===== config.mk =====
export PLATFORM = sky130hd
export DESIGN_NAME = pkt_cache_wr_flat
export DESIGN_NICKNAME = d
export VERILOG_FILES = /design/src/rtl/pkt_cache_wr_if.sv /design/src/rtl/pkt_cache_wr.sv /design/src/flat_wrapper.sv
export SDC_FILE = /design/constraint.sdc
export NUM_CORES = 1
export LEC_CHECK = 0
export ABC_CLOCK_PERIOD_IN_PS = 3700
export BUFFER_PORTS_ARGS = -buffer_cell sky130_fd_sc_hd__buf_4
export CAP_MARGIN = 10
export CORE_MARGIN = 2
export CORE_UTILIZATION = 53
export CTS_CLUSTER_SIZE = 25
export DETAILED_ROUTE_END_ITERATION = 16
export PLACE_DENSITY = 0.86
export SETUP_SLACK_MARGIN = 0.05
export SYNTH_ARGS = -nofsm -noshare
export SYNTH_HDL_FRONTEND = slang
export SYNTH_SLANG_ARGS = --single-unit

===== constraint.sdc =====
create_clock -name clk -period 3.7 [get_ports clk]
set_clock_uncertainty 0.1 [all_clocks]
set_input_delay 0.555 -clock clk [delete_from_list [all_inputs] [get_ports clk]]
set_output_delay 0.555 -clock clk [all_outputs]
set_load 0.01 [all_outputs]

===== src/rtl/pkt_cache_wr_if.sv =====
// pkt_cache_wr_if: packet-in, buffer-address, RAM-write and status signals
// of the packet cache writer, grouped into one bundle.
//   slave  : the cache writer itself (consumes packet lines, drives RAM/status)
//   master : the surrounding logic (drives packet lines/addresses, observes results)
interface pkt_cache_wr_if;
    logic [133:0] in_pkt_data;
    logic         in_pkt_data_wr;
    logic [11:0]  in_waddr;
    logic         in_waddr_wr;
    logic [7:0]   in_buf_id;

    logic [133:0] out_ram_wdata;
    logic [11:0]  out_ram_waddr;
    logic         out_ram_wr;

    logic         out_addr_valid;
    logic         out_addr_valid_wr;
    logic [15:0]  out_desc;
    logic         out_desc_wr;
    logic [15:0]  out_drop_cnt;

    modport slave (
        input  in_pkt_data, in_pkt_data_wr, in_waddr, in_waddr_wr, in_buf_id,
        output out_ram_wdata, out_ram_waddr, out_ram_wr,
        output out_addr_valid, out_addr_valid_wr, out_desc, out_desc_wr, out_drop_cnt
    );

    modport master (
        output in_pkt_data, in_pkt_data_wr, in_waddr, in_waddr_wr, in_buf_id,
        input  out_ram_wdata, out_ram_waddr, out_ram_wr,
        input  out_addr_valid, out_addr_valid_wr, out_desc, out_desc_wr, out_drop_cnt
    );
endinterface


===== src/rtl/pkt_cache_wr.sv =====
// pkt_cache_wr: writes incoming packet lines into a 128-line buffer of the
// data cache and reports per-packet results to the address manager.
// Line type in bits [133:132]: 01 head, 10 tail, 11/00 body.
// Every output is registered: RAM write one cycle after the line, result
// pulse one cycle after the tail, one line per cycle, no backpressure.
// Optional feature: define PKT_CACHE_OVF_CHK_EN to drop packets longer than
// 128 lines instead of wrapping inside the buffer.
module pkt_cache_wr (
    input  logic          clk,
    input  logic          rst_n,
    pkt_cache_wr_if.slave bus
);
    localparam int DATA_W = 134;
    localparam int ADDR_W = 12;
    localparam int CNT_W  = 16;

    typedef enum logic [2:0] {
        ST_IDLE   = 3'd0,
        ST_ARMED  = 3'd1,
        ST_WRITE  = 3'd2,
        ST_DROP   = 3'd3,
        ST_REPORT = 3'd4
    } state_t;

    state_t              state_q, state_d;
    logic [ADDR_W-1:0]   base_addr_q, base_addr_d;
    logic [7:0]          offset_q, offset_d;
    logic [7:0]          buf_id_q, buf_id_d;
    logic                cap_id_q, cap_id_d;
    logic                have_buf_q, have_buf_d;
    logic                ovf_q, ovf_d;

    logic [DATA_W-1:0]   ram_wdata_q, ram_wdata_d;
    logic [ADDR_W-1:0]   ram_waddr_q, ram_waddr_d;
    logic                ram_wr_q, ram_wr_d;
    logic                addr_valid_q, addr_valid_d;
    logic                addr_valid_wr_q, addr_valid_wr_d;
    logic [15:0]         desc_q, desc_d;
    logic                desc_wr_q, desc_wr_d;
    logic [CNT_W-1:0]    drop_cnt_q, drop_cnt_d;

    logic [1:0]          line_type;
    logic                is_head, is_tail, is_body;
    logic [ADDR_W-1:0]   head_addr;
    logic [ADDR_W-1:0]   line_addr;
    logic [7:0]          cur_buf_id;
    logic                ovf_hit;

    // Saturating increment for the drop counter.
    function automatic logic [CNT_W-1:0] sat_inc(input logic [CNT_W-1:0] v);
        return (v == {CNT_W{1'b1}}) ? v : v + {{(CNT_W-1){1'b0}}, 1'b1};
    endfunction

    assign line_type = bus.in_pkt_data[133:132];
    assign is_head   = bus.in_pkt_data_wr && (line_type == 2'b01);
    assign is_tail   = bus.in_pkt_data_wr && (line_type == 2'b10);
    assign is_body   = bus.in_pkt_data_wr && ((line_type == 2'b11) || (line_type == 2'b00));

    // A head arriving together with an address pulse uses the fresh address.
    assign head_addr = bus.in_waddr_wr ? bus.in_waddr : base_addr_q;
    // Lines after the head stay inside the 128-line buffer.
    assign line_addr = {base_addr_q[11:7], offset_q[6:0]};
    // The ID is presented the cycle after the head; a 2-line packet's tail
    // lands on that same cycle, so the live input is used for its descriptor.
    assign cur_buf_id = cap_id_q ? bus.in_buf_id : buf_id_q;

`ifdef PKT_CACHE_OVF_CHK_EN
    assign ovf_hit = offset_q[7];
`else
    assign ovf_hit = 1'b0;
`endif

    // Next-state, datapath and output strobe computation.
    always_comb begin
        state_d         = state_q;
        base_addr_d     = base_addr_q;
        offset_d        = offset_q;
        buf_id_d        = cur_buf_id;
        cap_id_d        = 1'b0;
        have_buf_d      = have_buf_q;
        ovf_d           = ovf_q;
        ram_wdata_d     = ram_wdata_q;
        ram_waddr_d     = ram_waddr_q;
        ram_wr_d        = 1'b0;
        addr_valid_d    = 1'b0;
        addr_valid_wr_d = 1'b0;
        desc_d          = desc_q;
        desc_wr_d       = 1'b0;
        drop_cnt_d      = drop_cnt_q;

        case (state_q)
            // REPORT only exists to show the result pulse; inputs are
            // treated exactly as in IDLE so back-to-back packets work.
            ST_IDLE, ST_REPORT: begin
                if (state_q == ST_REPORT) begin
                    state_d = ST_IDLE;
                end
                if (bus.in_waddr_wr) begin
                    base_addr_d = bus.in_waddr;
                    state_d     = ST_ARMED;
                end
                if (is_head) begin
                    if (bus.in_waddr_wr) begin
                        ram_wr_d    = 1'b1;
                        ram_waddr_d = head_addr;
                        ram_wdata_d = bus.in_pkt_data;
                        offset_d    = 8'd1;
                        cap_id_d    = 1'b1;
                        ovf_d       = 1'b0;
                        state_d     = ST_WRITE;
                    end else begin
                        drop_cnt_d = sat_inc(drop_cnt_q);
                        have_buf_d = 1'b0;
                        ovf_d      = 1'b0;
                        state_d    = ST_DROP;
                    end
                end
            end

            ST_ARMED: begin
                if (bus.in_waddr_wr) begin
                    base_addr_d = bus.in_waddr;
                end
                if (is_head) begin
                    ram_wr_d    = 1'b1;
                    ram_waddr_d = head_addr;
                    ram_wdata_d = bus.in_pkt_data;
                    offset_d    = 8'd1;
                    cap_id_d    = 1'b1;
                    ovf_d       = 1'b0;
                    state_d     = ST_WRITE;
                end
            end

            // The buffer is in use here, so address pulses are not taken.
            ST_WRITE: begin
                if (is_head) begin
                    // Missing tail: give the buffer back, drop the new packet.
                    addr_valid_wr_d = 1'b1;
                    drop_cnt_d      = sat_inc(drop_cnt_q);
                    have_buf_d      = 1'b0;
                    ovf_d           = 1'b0;
                    state_d         = ST_DROP;
                end else if (is_body || is_tail) begin
                    if (ovf_hit) begin
                        if (is_tail) begin
                            addr_valid_wr_d = 1'b1;
                            drop_cnt_d      = sat_inc(drop_cnt_q);
                            state_d         = ST_IDLE;
                        end else begin
                            have_buf_d = 1'b0;
                            ovf_d      = 1'b1;
                            state_d    = ST_DROP;
                        end
                    end else begin
                        ram_wr_d    = 1'b1;
                        ram_waddr_d = line_addr;
                        ram_wdata_d = bus.in_pkt_data;
                        offset_d    = offset_q + 8'd1;
                        if (is_tail) begin
                            addr_valid_d    = 1'b1;
                            addr_valid_wr_d = 1'b1;
                            desc_d          = {cur_buf_id, offset_q + 8'd1};
                            desc_wr_d       = 1'b1;
                            state_d         = ST_REPORT;
                        end
                    end
                end
            end

            // Discard until the tail; an address seen meanwhile arms on exit.
            ST_DROP: begin
                if (bus.in_waddr_wr) begin
                    base_addr_d = bus.in_waddr;
                    have_buf_d  = 1'b1;
                end
                if (is_tail) begin
                    if (ovf_q) begin
                        addr_valid_wr_d = 1'b1;
                        drop_cnt_d      = sat_inc(drop_cnt_q);
                    end
                    ovf_d      = 1'b0;
                    have_buf_d = 1'b0;
                    state_d    = (have_buf_q || bus.in_waddr_wr) ? ST_ARMED : ST_IDLE;
                end
            end

            default: begin
                state_d = ST_IDLE;
            end
        endcase
    end

    // State, context and registered output update.
    always_ff @(posedge clk or negedge rst_n) begin
        if (!rst_n) begin
            state_q         <= ST_IDLE;
            base_addr_q     <= '0;
            offset_q        <= '0;
            buf_id_q        <= '0;
            cap_id_q        <= 1'b0;
            have_buf_q      <= 1'b0;
            ovf_q           <= 1'b0;
            ram_wdata_q     <= '0;
            ram_waddr_q     <= '0;
            ram_wr_q        <= 1'b0;
            addr_valid_q    <= 1'b0;
            addr_valid_wr_q <= 1'b0;
            desc_q          <= '0;
            desc_wr_q       <= 1'b0;
            drop_cnt_q      <= '0;
        end else begin
            state_q         <= state_d;
            base_addr_q     <= base_addr_d;
            offset_q        <= offset_d;
            buf_id_q        <= buf_id_d;
            cap_id_q        <= cap_id_d;
            have_buf_q      <= have_buf_d;
            ovf_q           <= ovf_d;
            ram_wdata_q     <= ram_wdata_d;
            ram_waddr_q     <= ram_waddr_d;
            ram_wr_q        <= ram_wr_d;
            addr_valid_q    <= addr_valid_d;
            addr_valid_wr_q <= addr_valid_wr_d;
            desc_q          <= desc_d;
            desc_wr_q       <= desc_wr_d;
            drop_cnt_q      <= drop_cnt_d;
        end
    end

    assign bus.out_ram_wdata     = ram_wdata_q;
    assign bus.out_ram_waddr     = ram_waddr_q;
    assign bus.out_ram_wr        = ram_wr_q;
    assign bus.out_addr_valid    = addr_valid_q;
    assign bus.out_addr_valid_wr = addr_valid_wr_q;
    assign bus.out_desc          = desc_q;
    assign bus.out_desc_wr       = desc_wr_q;
    assign bus.out_drop_cnt      = drop_cnt_q;

endmodule

===== src/flat_wrapper.sv =====
// flat-port wrapper written by rule: the top's interface ports become plain ports
module pkt_cache_wr_flat 
  (clk, rst_n, bus_in_pkt_data, bus_in_pkt_data_wr, bus_in_waddr, bus_in_waddr_wr, bus_in_buf_id, bus_out_ram_wdata, bus_out_ram_waddr, bus_out_ram_wr, bus_out_addr_valid, bus_out_addr_valid_wr, bus_out_desc, bus_out_desc_wr, bus_out_drop_cnt);
  pkt_cache_wr_if bus_i ();
  input  logic clk;
  input  logic rst_n;
  input wire logic [$bits(bus_i.in_pkt_data)-1:0] bus_in_pkt_data;
  input wire logic [$bits(bus_i.in_pkt_data_wr)-1:0] bus_in_pkt_data_wr;
  input wire logic [$bits(bus_i.in_waddr)-1:0] bus_in_waddr;
  input wire logic [$bits(bus_i.in_waddr_wr)-1:0] bus_in_waddr_wr;
  input wire logic [$bits(bus_i.in_buf_id)-1:0] bus_in_buf_id;
  output wire logic [$bits(bus_i.out_ram_wdata)-1:0] bus_out_ram_wdata;
  output wire logic [$bits(bus_i.out_ram_waddr)-1:0] bus_out_ram_waddr;
  output wire logic [$bits(bus_i.out_ram_wr)-1:0] bus_out_ram_wr;
  output wire logic [$bits(bus_i.out_addr_valid)-1:0] bus_out_addr_valid;
  output wire logic [$bits(bus_i.out_addr_valid_wr)-1:0] bus_out_addr_valid_wr;
  output wire logic [$bits(bus_i.out_desc)-1:0] bus_out_desc;
  output wire logic [$bits(bus_i.out_desc_wr)-1:0] bus_out_desc_wr;
  output wire logic [$bits(bus_i.out_drop_cnt)-1:0] bus_out_drop_cnt;
  assign bus_i.in_pkt_data = bus_in_pkt_data;
  assign bus_i.in_pkt_data_wr = bus_in_pkt_data_wr;
  assign bus_i.in_waddr = bus_in_waddr;
  assign bus_i.in_waddr_wr = bus_in_waddr_wr;
  assign bus_i.in_buf_id = bus_in_buf_id;
  assign bus_out_ram_wdata = bus_i.out_ram_wdata;
  assign bus_out_ram_waddr = bus_i.out_ram_waddr;
  assign bus_out_ram_wr = bus_i.out_ram_wr;
  assign bus_out_addr_valid = bus_i.out_addr_valid;
  assign bus_out_addr_valid_wr = bus_i.out_addr_valid_wr;
  assign bus_out_desc = bus_i.out_desc;
  assign bus_out_desc_wr = bus_i.out_desc_wr;
  assign bus_out_drop_cnt = bus_i.out_drop_cnt;
  pkt_cache_wr u_core (.clk(clk), .rst_n(rst_n), .bus(bus_i));
endmodule

==> results of run 1 <==
-- power breakdown --
| group | internal (mW) | switching (mW) | total (mW) |
|---|---|---|---|
| clock | 1.49 | 0.908 | 2.40 |
| sequential | 3.42 | 0.673 | 4.09 |
| combinational | 2.15 | 1.71 | 3.86 |
| total | 7.06 | 3.29 | 10.3 |
-- layout by cell type, fill, tap and decap left out, types with 4 or more instances in the layout --
cell type    n
nor3_1       9
buf_4      344
nand3_1     12
xor2_1      12
mux2_1      74
clkbuf_16   25
clkbuf_8    11
nand2_1     17
mux2i_1     11
and3_1       6
nor2b_1      4
nor2_1      19
a211oi_1     5
nand4_1      5
dfrtp_1    214
a21oi_1     22
ha_1         5
xnor2_1      8
o21ai_0      6
inv_1        8
mux2_2     103
-- worst paths after layout --
| check | from | endpoint | slack, ns | depth (start not counted) |
|---|---|---|---|---|
| hold / removal | bus_in_pkt_data[125] | u_core.bus.out_ram_wdata[125] | 0.16 | 2 |
| max in group asynchronous | rst_n | u_core.bus.out_desc[13] | 2.10 | 3 |
| setup / recovery | u_core.state_q[1] | u_core.bus.out_ram_wdata[114] | 1.08 | 6 |
| min in group asynchronous | rst_n | u_core.base_addr_q[0] | 0.54 | 2 |
| setup reg to reg | u_core.state_q[1] | u_core.bus.out_ram_wdata[114] | 1.08 | 6 |
| hold reg to reg | u_core.have_buf_q | u_core.have_buf_q | 0.39 | 2 |
-- routing by layer --
| metal | track usage (%) | part of all wire, % | vias to the layer above |
|---|---|---|---|
| li1 | - | - | 2833 |
| met1 | 30.02 | 38 | 3065 |
| met2 | 44.70 | 51 | 251 |
| met3 | 7.920 | 8.2 | 50 |
| met4 | 8.273 | 3.1 | 0 |
| met5 | 0 | 0 | - |
-- cell families after synthesis --
group,Yosys count,share of synthesized area (%)
AO/OA/AOI/OAI,49,3.588
XOR/XNOR,20,2.017
adder cells (fa/ha/maj),6,0.8356
buffers and inverters,36,2.103
flip-flops,214,61.66
multiplexers,188,24.22
AND/OR/NAND/NOR,92,5.576
-- registers in the layout, summed over array words and instances, names as in the netlist, 3 cells and up --
| name | flops |
|---|---|
| u_core.buf_id_q | 8 |
| u_core.state_q | 3 |
| u_core.bus.out_drop_cnt | 16 |
| u_core.bus.out_ram_waddr | 12 |
| u_core.bus.out_ram_wdata | 134 |
| u_core.bus.out_desc | 16 |
| u_core.base_addr_q | 12 |
| u_core.offset_q | 8 |
-- cell type report --
cell class	instances	area share (%)
flip-flops and latches	214	43.63
multi-input cells	355	25.70
repair buffers	348	21.56
clock buffers	37	6.279
well taps	216	2.202
clock inverters	4	0.3874
inverters	8	0.2446
-- stage by stage --
step / cells / power [mW] / setup WS, ns / hold slack [ns] / utilization, %
2_1_floorplan: 605 / 5.800 / 1.321 / 0.1594 / -
3_3_place_gp: 1140 / 7.807 / 0.9894 / 0.3644 / 71.79
3_5_place_dp: 1140 / 7.980 / 0.9442 / 0.3779 / 71.79
4_1_cts: 1182 / 10.45 / 1.077 / 0.1435 / 76.99
5_1_grt: 1182 / 10.88 / 0.9361 / 0.1453 / 76.99
6_report: 1182 / 10.35 / 1.076 / 0.1614 / 76.99
==> results.tsv, run 1 <==
stage	metric	value	unit
detailed_routing	number of iterations in the first detailed-routing pass	4	
clock_network	Hold Buf Count CTS	1	
global_routing	first-pass GRT wire length	35670	um
synthesis	Synth top area share	61.66	%
die	Die Ht	132.0	um
power_and_ir_drop	P_leak	5.959	nW
clock_network	CTS resizes	0	
clock_network	H-tree depth	1	
global_routing	initial antenna violation count	0	
layout	ant diodes	0	
global_routing	GRT Total Usage	25.52	%
die	Initial Util	54.47	%
clock_network	Clock Root Buffer	clkbuf_16	
layout	layout cells sized above 1	51.45	%
detailed_routing	DRC viols	0	
synthesis	register bit count reported by yosys	214	
timing	min Tclk post-route	2.624	ns
die	Core Box Area	15940	um^2
die	total I/O pin count	340	
layout	design area	12270	um^2
power_and_ir_drop	power density over cell area	842.9	nW/um^2
detailed_routing	Final ANT Viol Nets	0	
worst_setup_path	crit-path cells	nor3b_2 > buf_4 > o2111a_2 > nor2_4 > buf_4 > mux2_2	
clock_network	Worst-path clk slew	0.06	ns
layout	Fill cells	1035	
worst_setup_path	Crit Path Max Fanout	57	
worst_setup_path	Setup Crit Path Kind	register to register	
clock_network	TritonCTS Buffers	24	
layout	multi-input logic area	3154	um^2
synthesis	Synth area leader	dfrtp_1	
synthesis	Post-Syn Instances	605	
synthesis	post-synthesis async set-or-reset flop share	100.0	%
synthesis	post-synth net total	768	
placed_design	Final Wtd Congestion	0.7965	
worst_setup_path	crit-path most repeated cell	buf_4	
synthesis	Netlist cell types	46	
placed_design	Post-DP HPWL	16300	um
timing	Slew Limit Fails	0	
timing	total negative slack	0	ns
global_routing	vias in the first global route	6752	
worst_setup_path	CP Data Arrival Time	2.90	ns
worst_setup_path	Buf/Inv on CP	2	
detailed_routing	drt total wl	22440	um
global_routing	largest net degree at the start of global routing	96	
synthesis	sequential area share after synthesis	61.66	%
layout	area delta synth->final	41.33	%
timing	Final Hold Fails	0	
synthesis	Mapped Area	8685	um^2
worst_setup_path	CP top delay family	buffers and inverters	
layout	sequential cell area	5355	um^2
worst_setup_path	CP required	3.98	ns
status	status	completed	
die	die area	17430	um^2
global_routing	gr ovfl total	0	
layout	Layout Nets	1114	
timing	Peak Freq	381.1	MHz
die	Chip Width	132.0	um
worst_setup_path	Crit-path slowest cell	buf_4	
synthesis	top post-synthesis cells by area	dfrtp_1, mux2_2, mux2_1, a21oi_1, mux2i_1	
synthesis	EDFF count, synth	0	
die	row count	46	
worst_setup_path	crit path capture type	register	
detailed_routing	DRT iter0 DRCs	300	
placed_design	port bufs	339	
worst_setup_path	type of origin of the critical path	register	
timing	Worst-Margin Slew	0.7258	ns
run	max-cap violation count	0	
detailed_routing	Via density	5.245	
placed_design	DP Area	11450	um^2
worst_hold_path	hold crit path type	input pin to register	
timing	period utilization	70.92	%
power_and_ir_drop	Worst VDD drop	617.8	uV
detailed_routing	wire per inst	18.99	um
timing	Max transition margin	51.62	%
synthesis	Post-synth top flop	dfrtp_1	
clock_network	setup repair bufs after CTS	0	
detailed_routing	vias	6199	
clock_network	CTS Sinks	214	
clock_network	worst-skew pair later-pin latency	0.50	ns
clock_network	CTS tree	built	
timing	Final Setup Violations	0	
synthesis	Ys Warns	0	
timing	RSZ-0062 raised after global routing	false	
synthesis	syn avg cell area	14.35	um^2
synthesis	Post-synth top cells	dfrtp_1, mux2_2, mux2_1	
clock_network	Clock Tree Buf Depth	3	
synthesis	most numerous cell in the Yosys netlist	dfrtp_1	
worst_setup_path	critical path's largest stage delay	0.59	ns
(Power assumes the default switching activity.)
==> inputs of run 2 (changes only) <==
--- a/config.mk
+++ b/config.mk
@@ -5,14 +5,14 @@
 export SDC_FILE = /design/constraint.sdc
 export NUM_CORES = 1
 export LEC_CHECK = 0
-export ABC_CLOCK_PERIOD_IN_PS = 3700
+export ABC_CLOCK_PERIOD_IN_PS = 2500
 export BUFFER_PORTS_ARGS = -buffer_cell sky130_fd_sc_hd__buf_4
 export CAP_MARGIN = 10
 export CORE_MARGIN = 2
-export CORE_UTILIZATION = 53
+export CORE_UTILIZATION = 49
 export CTS_CLUSTER_SIZE = 25
 export DETAILED_ROUTE_END_ITERATION = 16
-export PLACE_DENSITY = 0.86
+export PLACE_DENSITY = 0.8
 export SETUP_SLACK_MARGIN = 0.05
 export SYNTH_ARGS = -nofsm -noshare
 export SYNTH_HDL_FRONTEND = slang
==> constraint.sdc (replaced) <==
create_clock -name clk -period 2.5 [get_ports clk]
set_clock_uncertainty 0.1 [all_clocks]
set_input_delay 0.375 -clock clk [delete_from_list [all_inputs] [get_ports clk]]
set_output_delay 0.375 -clock clk [all_outputs]
set_load 0.01 [all_outputs]
==> run 2 against run 1 <==
First-iteration DRC count shrank 16%. Wire length is 18% higher. Core utilization rose by 2.0 points. Non-clock buffer count rose by 147. Sequential power rose by 49%. Combinational power up 58%. Final cell count increased by 13%. Via count increased by 11%. Register-to-register slack got worse by 0.80 ns. Critical endpoint is now u_core.bus.out_ram_wdata[124]. Largest power group unchanged.
==> results.tsv, run 2 (synthesis results as in run 1) <==
stage	metric	value	unit
layout	most common cell after layout, fill and taps aside	buf_4	
placed_design	Final Wtd Congestion	0.7976	
global_routing	first-pass GRT wire length	39870	um
worst_setup_path	CP required	2.78	ns
detailed_routing	DRT iter0 DRCs	251	
placed_design	port bufs	339	
clock_network	setup repair bufs after CTS	0	
clock_network	CTS tree	built	
layout	layout cells sized above 1	45.55	%
status	status	completed	
die	die area	18800	um^2
clock_network	CTS Sinks	214	
detailed_routing	Via density	5.146	
timing	Max transition margin	56.07	%
clock_network	H-tree depth	1	
layout	Largest register FFs	134	
detailed_routing	drt total wl	26430	um
detailed_routing	Final ANT Viol Nets	0	
worst_setup_path	Crit Path Max Fanout	71	
die	Die Ht	137.1	um
placed_design	Post-DP HPWL	16020	um
placed_design	Placement Setup Slack	0.1858	ns
worst_hold_path	WHS Path Cells	2	
die	total I/O pin count	340	
clock_network	Clock Root Buffer	clkbuf_16	
worst_setup_path	crit path capture type	register	
placed_design	dpl cells	1161	
timing	Worst-Margin Slew	0.6583	ns
worst_setup_path	Worst Reg-to-Reg Cells	6	
timing	Setup WS post-layout	0.2777	ns
die	Core Box Area	17300	um^2
detailed_routing	vias	6891	
global_routing	GRT Total Usage	27.71	%
layout	Layout Nets	1260	
power_and_ir_drop	power density over cell area	1133	nW/um^2
detailed_routing	number of iterations in the first detailed-routing pass	7	
die	Chip Width	137.1	um
timing	Final Hold Fails	0	
detailed_routing	DRC viols	0	
die	Initial Util	50.21	%
power_and_ir_drop	Worst VDD drop	976.5	uV
global_routing	largest net degree at the start of global routing	78	
timing	Slew Limit Fails	0	
clock_network	CTS resizes	0	
layout	most frequent cells in the layout	buf_4, dfrtp_1, dlygate4sd3_1, mux2_2, mux2_1	
clock_network	Hold Buf Count CTS	136	
global_routing	initial antenna violation count	1	
global_routing	vias in the first global route	7420	
timing	total negative slack	0	ns
power_and_ir_drop	Pwr Total	15.49	mW
detailed_routing	wire per inst	19.74	um
clock_network	Worst-path clk slew	0.06	ns
worst_setup_path	CP Data Arrival Time	2.50	ns
worst_setup_path	type of origin of the critical path	register	
worst_setup_path	Setup Crit Path Kind	register to register	
layout	Fill cells	966	
clock_network	worst-skew pair later-pin latency	0.52	ns
clock_network	TritonCTS Buffers	23	
run	max-cap violation count	0	
timing	period utilization	88.89	%
worst_hold_path	hold crit path type	input pin to register	
layout	post-route insts no fill	1339	
timing	RSZ-0062 raised after global routing	false	
die	row count	48	
layout	design area	13670	um^2
power_and_ir_drop	P_leak	6.552	nW
worst_setup_path	R2R setup slack	0.28	ns
clock_network	Clock Tree Buf Depth	3	
timing	Peak Freq	450.0	MHz
layout	area delta synth->final	57.37	%
timing	min Tclk post-route	2.222	ns
placed_design	DP Area	11570	um^2
global_routing	gr ovfl total	0	
timing	Final Setup Violations	0	
run 2: metrics by stage:
stage	hold slack (ns)	utilization (%)
final	0.008387	79.01
after global routing	0.007725	79.01
after CTS	0.0003306	79.00
after detailed placement	0.3137	66.91
after global placement	0.3170	66.91
after floorplan	-0.02059	-
run 2: path summary, 6_finish.rpt:
kind / startpoint / to
max: u_core.state_q[0] / u_core.bus.out_ram_wdata[124]
min: bus_in_pkt_data[93] / u_core.bus.out_ram_wdata[93]
max reg2reg: u_core.state_q[0] / u_core.bus.out_ram_wdata[124]
min reg2reg: u_core.have_buf_q / u_core.have_buf_q
max in group asynchronous: rst_n / u_core.bus.out_ram_wdata[22]
min in group asynchronous: rst_n / u_core.bus.out_ram_wdata[45]
run 2: critical path, stage by stage (launching register included):
cell and delay [ns]:
dfrtp_1 0.43, buf_4 0.19, nand2b_1 0.16, a211oi_2 0.42
nor2_4 0.10, buf_12 0.22, mux2_1 0.40
run 2: power breakdown:
| group | total (mW) | internal [mW] | leakage, nW | switching [mW] |
|---|---|---|---|---|
| clock network | 3.30 | 1.92 | 0.364 | 1.38 |
| logic | 6.08 | 3.37 | 3.61 | 2.71 |
| registers | 6.11 | 5.06 | 2.57 | 1.05 |
| total | 15.5 | 10.3 | 6.55 | 5.14 |
run 2: final cells by class:
class	instances	area (um^2)	share of cell area, %
diodes	1	2.502	0.01831
clock buffers	31	645.6	4.724
clock inverters	10	85.08	0.6225
inverters	8	30.03	0.2197
multi-input cells	355	3154	23.08
flip-flops and latches	214	5355	39.18
well taps	225	281.5	2.060
repair buffers	495	4113	30.09
run 2: per-layer routing:
metal | wire length, um | track usage (%) | up-vias
li1 | - | - | 3140
met1 | 9959 | 32.74 | 3395
met2 | 13800 | 49.17 | 283
met3 | 1575 | 5.667 | 73
met4 | 1099 | 11.34 | 0
met5 | 0 | 0 | -
